==> config.mk <==
export PLATFORM = sky130hd
export DESIGN_NAME = rf_writeback_arbiter
export DESIGN_NICKNAME = d
export VERILOG_FILES = /design/src/rtl/rf_writeback_arbiter_pkg.sv /design/src/rtl/rf_writeback_arbiter_wb_fifo.sv /design/src/rtl/rf_writeback_arbiter.sv
export SDC_FILE = /design/constraint.sdc
export NUM_CORES = 1
export LEC_CHECK = 0
export ABC_CLOCK_PERIOD_IN_PS = 7700
export CORE_MARGIN = 5
export CORE_UTILIZATION = 25
export CTS_CLUSTER_DIAMETER = 200
export DETAILED_ROUTE_END_ITERATION = 10
export GPL_TIMING_DRIVEN = 0
export PLACE_DENSITY = 0.53
export REMOVE_ABC_BUFFERS = 1
export SLEW_MARGIN = 15
export SYNTH_ARGS = -nofsm -noshare
export SYNTH_HDL_FRONTEND = slang
export SYNTH_SLANG_ARGS = --single-unit
==> constraint.sdc <==
create_clock -name clk -period 7.7 [get_ports clk]
set_input_delay 1.155 -clock clk [delete_from_list [all_inputs] [get_ports clk]]
set_output_delay 1.155 -clock clk [all_outputs]
set_load 0.02 [all_outputs]
==> src/rtl/rf_writeback_arbiter_pkg.sv <==
// Shared definitions for the register-file write-back front end.
// Widths default to those of the 8x32 register file.
package rf_writeback_arbiter_pkg;

    localparam int unsigned RF_DATA_W = 32;
    localparam int unsigned RF_ADDR_W = 3;
    localparam int unsigned WB_DEPTH  = 4;

    typedef struct packed {
        logic                 live;
        logic [RF_ADDR_W-1:0] addr;
        logic [RF_DATA_W-1:0] data;
    } wb_entry_t;

endpackage

==> src/rtl/rf_writeback_arbiter_wb_fifo.sv <==
// Circular buffer of pending load returns {live, addr, data} with a
// kill-by-address port that clears live on every matching entry.
module rf_writeback_arbiter_wb_fifo
    import rf_writeback_arbiter_pkg::*;
#(
    parameter int unsigned DATA_W = RF_DATA_W,
    parameter int unsigned ADDR_W = RF_ADDR_W,
    parameter int unsigned DEPTH  = WB_DEPTH,
    localparam int unsigned PTR_W = $clog2(DEPTH),
    localparam int unsigned CNT_W = $clog2(DEPTH + 1)
) (
    input  logic                         clk,
    input  logic                         clr,
    input  logic                         i_push,
    input  logic                         i_push_live,
    input  logic [ADDR_W-1:0]            i_push_addr,
    input  logic [DATA_W-1:0]            i_push_data,
    input  logic                         i_pop,
    input  logic                         i_kill,
    input  logic [ADDR_W-1:0]            i_kill_addr,
    output logic [CNT_W-1:0]             o_count,
    output logic                         o_head_live,
    output logic [ADDR_W-1:0]            o_head_addr,
    output logic [DATA_W-1:0]            o_head_data,
    output logic [DEPTH-1:0]             o_live,
    output logic [DEPTH-1:0][ADDR_W-1:0] o_addr
);

    logic [DEPTH-1:0]  r_live;
    logic [ADDR_W-1:0] r_addr [DEPTH];
    logic [DATA_W-1:0] r_data [DEPTH];
    logic [PTR_W-1:0]  r_wptr;
    logic [PTR_W-1:0]  r_rptr;
    logic [CNT_W-1:0]  r_count;

    // Popped slots drop live so pend_mask can OR over all slots without an occupancy mask.
    always_ff @(posedge clk or posedge clr) begin
        if (clr) begin
            r_live  <= '0;
            r_wptr  <= '0;
            r_rptr  <= '0;
            r_count <= '0;
            for (int i = 0; i < DEPTH; i++) begin
                r_addr[i] <= '0;
                r_data[i] <= '0;
            end
        end else begin
            for (int i = 0; i < DEPTH; i++) begin
                if (i_kill && (r_addr[i] == i_kill_addr)) begin
                    r_live[i] <= 1'b0;
                end
            end
            if (i_pop) begin
                r_live[r_rptr] <= 1'b0;
                r_rptr         <= r_rptr + 1'b1;
            end
            if (i_push) begin
                r_live[r_wptr] <= i_push_live;
                r_addr[r_wptr] <= i_push_addr;
                r_data[r_wptr] <= i_push_data;
                r_wptr         <= r_wptr + 1'b1;
            end
            if (i_push && !i_pop) begin
                r_count <= r_count + 1'b1;
            end else if (!i_push && i_pop) begin
                r_count <= r_count - 1'b1;
            end
        end
    end

    assign o_count     = r_count;
    assign o_head_live = r_live[r_rptr];
    assign o_head_addr = r_addr[r_rptr];
    assign o_head_data = r_data[r_rptr];
    assign o_live      = r_live;

    always_comb begin
        for (int i = 0; i < DEPTH; i++) begin
            o_addr[i] = r_addr[i];
        end
    end

endmodule

==> src/rtl/rf_writeback_arbiter.sv <==
// Merges in-order ALU results and buffered out-of-order load returns onto the
// single register-file write port; ALU always wins and kills stale loads.
module rf_writeback_arbiter
    import rf_writeback_arbiter_pkg::*;
#(
    parameter int unsigned DATA_W = RF_DATA_W,
    parameter int unsigned ADDR_W = RF_ADDR_W,
    parameter int unsigned DEPTH  = WB_DEPTH,
    localparam int unsigned NREG  = 1 << ADDR_W,
    localparam int unsigned CNT_W = $clog2(DEPTH + 1)
) (
    input  logic              clk,
    input  logic              clr,
    input  logic              alu_valid,
    input  logic [ADDR_W-1:0] alu_addr,
    input  logic [DATA_W-1:0] alu_data,
    input  logic              ld_valid,
    output logic              ld_ready,
    input  logic [ADDR_W-1:0] ld_addr,
    input  logic [DATA_W-1:0] ld_data,
    output logic              wena,
    output logic [ADDR_W-1:0] waddr,
    output logic [DATA_W-1:0] wdata,
    output logic [NREG-1:0]   pend_mask,
    output logic [CNT_W-1:0]  ld_count
);

    logic [CNT_W-1:0]             w_count;
    logic                         w_head_live;
    logic [ADDR_W-1:0]            w_head_addr;
    logic [DATA_W-1:0]            w_head_data;
    logic [DEPTH-1:0]             w_live;
    logic [DEPTH-1:0][ADDR_W-1:0] w_addr_vec;
    logic                         w_push;
    logic                         w_push_live;
    logic                         w_pop;

    logic                         r_wena;
    logic [ADDR_W-1:0]            r_waddr;
    logic [DATA_W-1:0]            r_wdata;

    // Ready follows the registered count only; a same-cycle pop does not free a slot early.
    assign ld_ready    = (w_count != CNT_W'(DEPTH));
    assign w_push      = ld_valid && ld_ready;
    // The ALU result is younger than a load arriving in the same cycle.
    assign w_push_live = !(alu_valid && (ld_addr == alu_addr));
    assign w_pop       = !alu_valid && (w_count != '0);

    rf_writeback_arbiter_wb_fifo #(
        .DATA_W (DATA_W),
        .ADDR_W (ADDR_W),
        .DEPTH  (DEPTH)
    ) u_wb_fifo (
        .clk         (clk),
        .clr         (clr),
        .i_push      (w_push),
        .i_push_live (w_push_live),
        .i_push_addr (ld_addr),
        .i_push_data (ld_data),
        .i_pop       (w_pop),
        .i_kill      (alu_valid),
        .i_kill_addr (alu_addr),
        .o_count     (w_count),
        .o_head_live (w_head_live),
        .o_head_addr (w_head_addr),
        .o_head_data (w_head_data),
        .o_live      (w_live),
        .o_addr      (w_addr_vec)
    );

    // A killed head is consumed with wena low.
    always_ff @(posedge clk or posedge clr) begin
        if (clr) begin
            r_wena  <= 1'b0;
            r_waddr <= '0;
            r_wdata <= '0;
        end else if (alu_valid) begin
            r_wena  <= 1'b1;
            r_waddr <= alu_addr;
            r_wdata <= alu_data;
        end else if (w_pop) begin
            r_wena  <= w_head_live;
            r_waddr <= w_head_addr;
            r_wdata <= w_head_data;
        end else begin
            r_wena  <= 1'b0;
        end
    end

    always_comb begin
        pend_mask = '0;
        for (int i = 0; i < DEPTH; i++) begin
            if (w_live[i]) begin
                pend_mask[w_addr_vec[i]] = 1'b1;
            end
        end
    end

    assign wena     = r_wena;
    assign waddr    = r_waddr;
    assign wdata    = r_wdata;
    assign ld_count = w_count;

endmodule

==> impl_metrics.tcl <==
set metrics [dict create \
    status "finished, final reports clean" \
    worst_slew_pin_slew_ns 0.758 \
    grt_overflow 0 \
    antennaDiodeCount 0 \
    yosys_warnings 0 \
    tritoncts "done" \
    portBuffers 121 \
    grt_pass1_vias 6148 \
    ant_nets 0 \
    placed_area_sq_mm 0.0106 \
    yosysSeqAreaShare_pct 52.3 \
    fin_skew_ns 0.0123 \
    synth-simple-area-share_pct 7.40 \
    cts_buffers 17 \
    drt-wirelength-per-cell_um 17.5 \
    place_hpwl_um 14000 \
    final_common_cell "dfrtp_1" \
    max_stage_delay_ns 0.70 \
    hp-class "register to register" \
    timing.fmax_ghz 0.292 \
    hold_viol 0 \
    die-area_sq_mm 0.0397 \
    synth-adder-area-share_pct 1.48 \
    layout_common_cells "185 x dfrtp_1, 138 x mux2_2, 120 x clkdlybuf4s50_1, 70 x a21oi_1, 45 x nand2_1" \
    cts_hold_buffers 0 \
    grtUsageTotal_pct 11.6 \
    die-height_um 199 \
    clk_path_buf_depth 2 \
    layout-drive-gt1-share_pct 28.8 \
    rsz0062_at_grt "false" \
    slew_headroom_pct 49.5 \
    regArea_sq_mm 0.00468 \
    worst_setup_path_end_kind "primary output" \
    synthDistinctLibCells 39 \
    crit_type "register to primary output" \
    powerDensity_mw_per_mm2 425 \
    synth_area_sq_mm 0.00894 \
    synth_top_family_by_area "multiplexers" \
    initial_core_util_pct 25.2 \
    multi_input_area_sq_mm 0.00392 \
    synth-main-ff-cell "dfrtp_1" \
    cap_viol_max_count 0 \
    drtIter0Drc 194 \
    syn_inst 656 \
    period_needed_ns 3.42 \
    path_cells "nand2b_1 -> or3_1 -> o311ai_0 -> clkdlybuf4s50_1" \
    postSynthAreaPerCell_sq_um 13.6 \
    first_pass_iters 4 \
    antenna_found_initial 0 \
    cts_resized 0 \
    muxShareOfSynthArea_pct 26.8 \
    wl_um 21600 \
    required_ns 6.55 \
    cts_max_level 4 \
    fp-row-count 69 \
    n_fill_cell 3587 \
    cts_sinks 187 \
    avgViaCountPerCell 4.55 \
    grt_pass1_wl_um 35400 \
    worst_path_max_delay_cell "clkdlybuf4s50_1" \
    total_power_mw 4.74 \
    crit_path_start_kind "register" \
    vdd_ir_drop_max_mv 0.185 \
    synth-seq-cells 187 \
    vias 5610 \
    drcViolationCount 0 \
    clk_pin_slew_ns 0.07 \
    fin_nets 844 \
    grt_max_degree 95 \
    whs_ns 0.497 \
    post_cts_buffers 0 \
    clock_latency_ns 0.45 \
    slew_viol_final 0 \
    synth_compound_area_share_pct 6.03 \
    fin_crit_sh_pct 44.4 \
    worstHoldPathCells 1 \
    ioPinCount 122 \
    synth-xor-area-share_pct 1.96 \
    reg2reg_depth 7 \
    finalSetupViolCount 0 \
    area_delta_synth_final_pct 24.6 \
    final_area_sq_mm 0.0111 \
    die_x_um 199 \
    synth_edf_count 0 \
    synthArstFlopShare_pct 100 \
    critPathArrivalTime_ns 2.26 \
    p_leak_nw 4.49 \
    gp_congestion 0.726 \
    fp.coreArea_sq_mm 0.0355 \
    root_buffer "clkbuf_16" \
    critical_path.max_fanout 5 \
]
==> per-stage QoR <==
step	setup TNS, ns	utilization (%)	setup slack, ns	std cells
after floorplan	0	-	1.46	613
after global placement	-292.81	29.3	-1.60	1195
after detailed placement	0	29.8	4.30	1202
after CTS	0	31.4	4.26	1234
after global routing	0	31.4	4.20	1234
final	0	31.4	4.28	1234
==> state kept, by name, summed over array words and instances, names as in the netlist <==
signal / cells
u_wb_fifo.r_rptr: 2
u_wb_fifo.r_wptr: 2
waddr: 3
u_wb_fifo.o_count: 3
u_wb_fifo.o_addr: 12
u_wb_fifo.r_data: 128
wena: 1
wdata: 32
u_wb_fifo.o_live: 4
==> synthesized netlist by cell type (3+ instances only) <==
cell type / instances / area, sq um
a22oi_1: 3 / 22.5
mux2_1: 3 / 33.8
a41o_1: 4 / 40.0
a21oi_1: 70 / 350
mux4_2: 36 / 811
xnor2_1: 18 / 158
nand2_1: 45 / 169
nand4_1: 4 / 25.0
buf_1: 3 / 11.3
nor2b_1: 41 / 257
dfrtp_1: 187 / 4680
buf_2: 4 / 20.0
or3_1: 3 / 18.8
buf_8: 11 / 165
nor2_1: 8 / 30.0
clkbuf_1: 20 / 75.1
nand3_4: 4 / 70.1
o221ai_1: 6 / 52.6
nand2b_1: 6 / 37.5
ha_1: 9 / 113
inv_1: 8 / 30.0
buf_4: 3 / 22.5
mux2_2: 138 / 1550
a32oi_1: 3 / 26.3
==> final cells by class <==
type | count | share of cell area (%)
Sequential cell | 187 | 42.0
Multi-Input combinational cell | 418 | 35.1
Timing Repair Buffer | 128 | 12.1
Tap cell | 461 | 5.18
Clock buffer | 18 | 3.85
Clock inverter | 14 | 1.39
Inverter | 8 | 0.337
==> critical path, delay by kind of cell, from the launching register on <==
kind	cells	cell delay [ns]
simple gates	2	0.54
buf+inv	1	0.70
flops	1	0.45
compound gates	1	0.13
==> per-layer routing <==
metal	routed length [um]	global-route usage (%)
met1	10100	15.5
met2	10200	18.6
met3	1040	3.12
met4	274	3.12
met5	0	0
==> final timing paths <==
kind / start / to / slack (ns)
hold / removal: u_wb_fifo.r_data[84] / u_wb_fifo.r_data[84] / 0.50
hold reg to reg: u_wb_fifo.r_data[84] / u_wb_fifo.r_data[84] / 0.50
setup reg to reg: u_wb_fifo.o_count[0] / u_wb_fifo.o_count[1] / 5.26
min in group asynchronous: clr / wdata[5] / 1.23
max in group asynchronous: clr / u_wb_fifo.r_data[36] / 5.53
setup / recovery: u_wb_fifo.o_addr[8] / pend_mask[0] / 4.28
==> power by group <==
| group | internal (mW) | leakage (nW) | switching [mW] |
|---|---|---|---|
| combinational | 1.14 | 2.00 | 0.855 |
| clock | 0.461 | 0.277 | 0.432 |
| sequential | 1.48 | 2.21 | 0.366 |
| total | 3.08 | 4.49 | 1.65 |
==> cells by family (layout without fill, tap and decap cells) <==
| group | Yosys count | count (layout) |
|---|---|---|
| multiplexers | 177 | 177 |
| buffers and inverters | 51 | 168 |
| XOR/XNOR | 20 | 20 |
| adder cells (fa/ha/maj) | 10 | 10 |
| flip-flops | 187 | 187 |
| AO/OA/AOI/OAI | 93 | 93 |
| AND/OR/NAND/NOR | 118 | 118 |
Note: power is estimated with default switching activity, not from simulation.
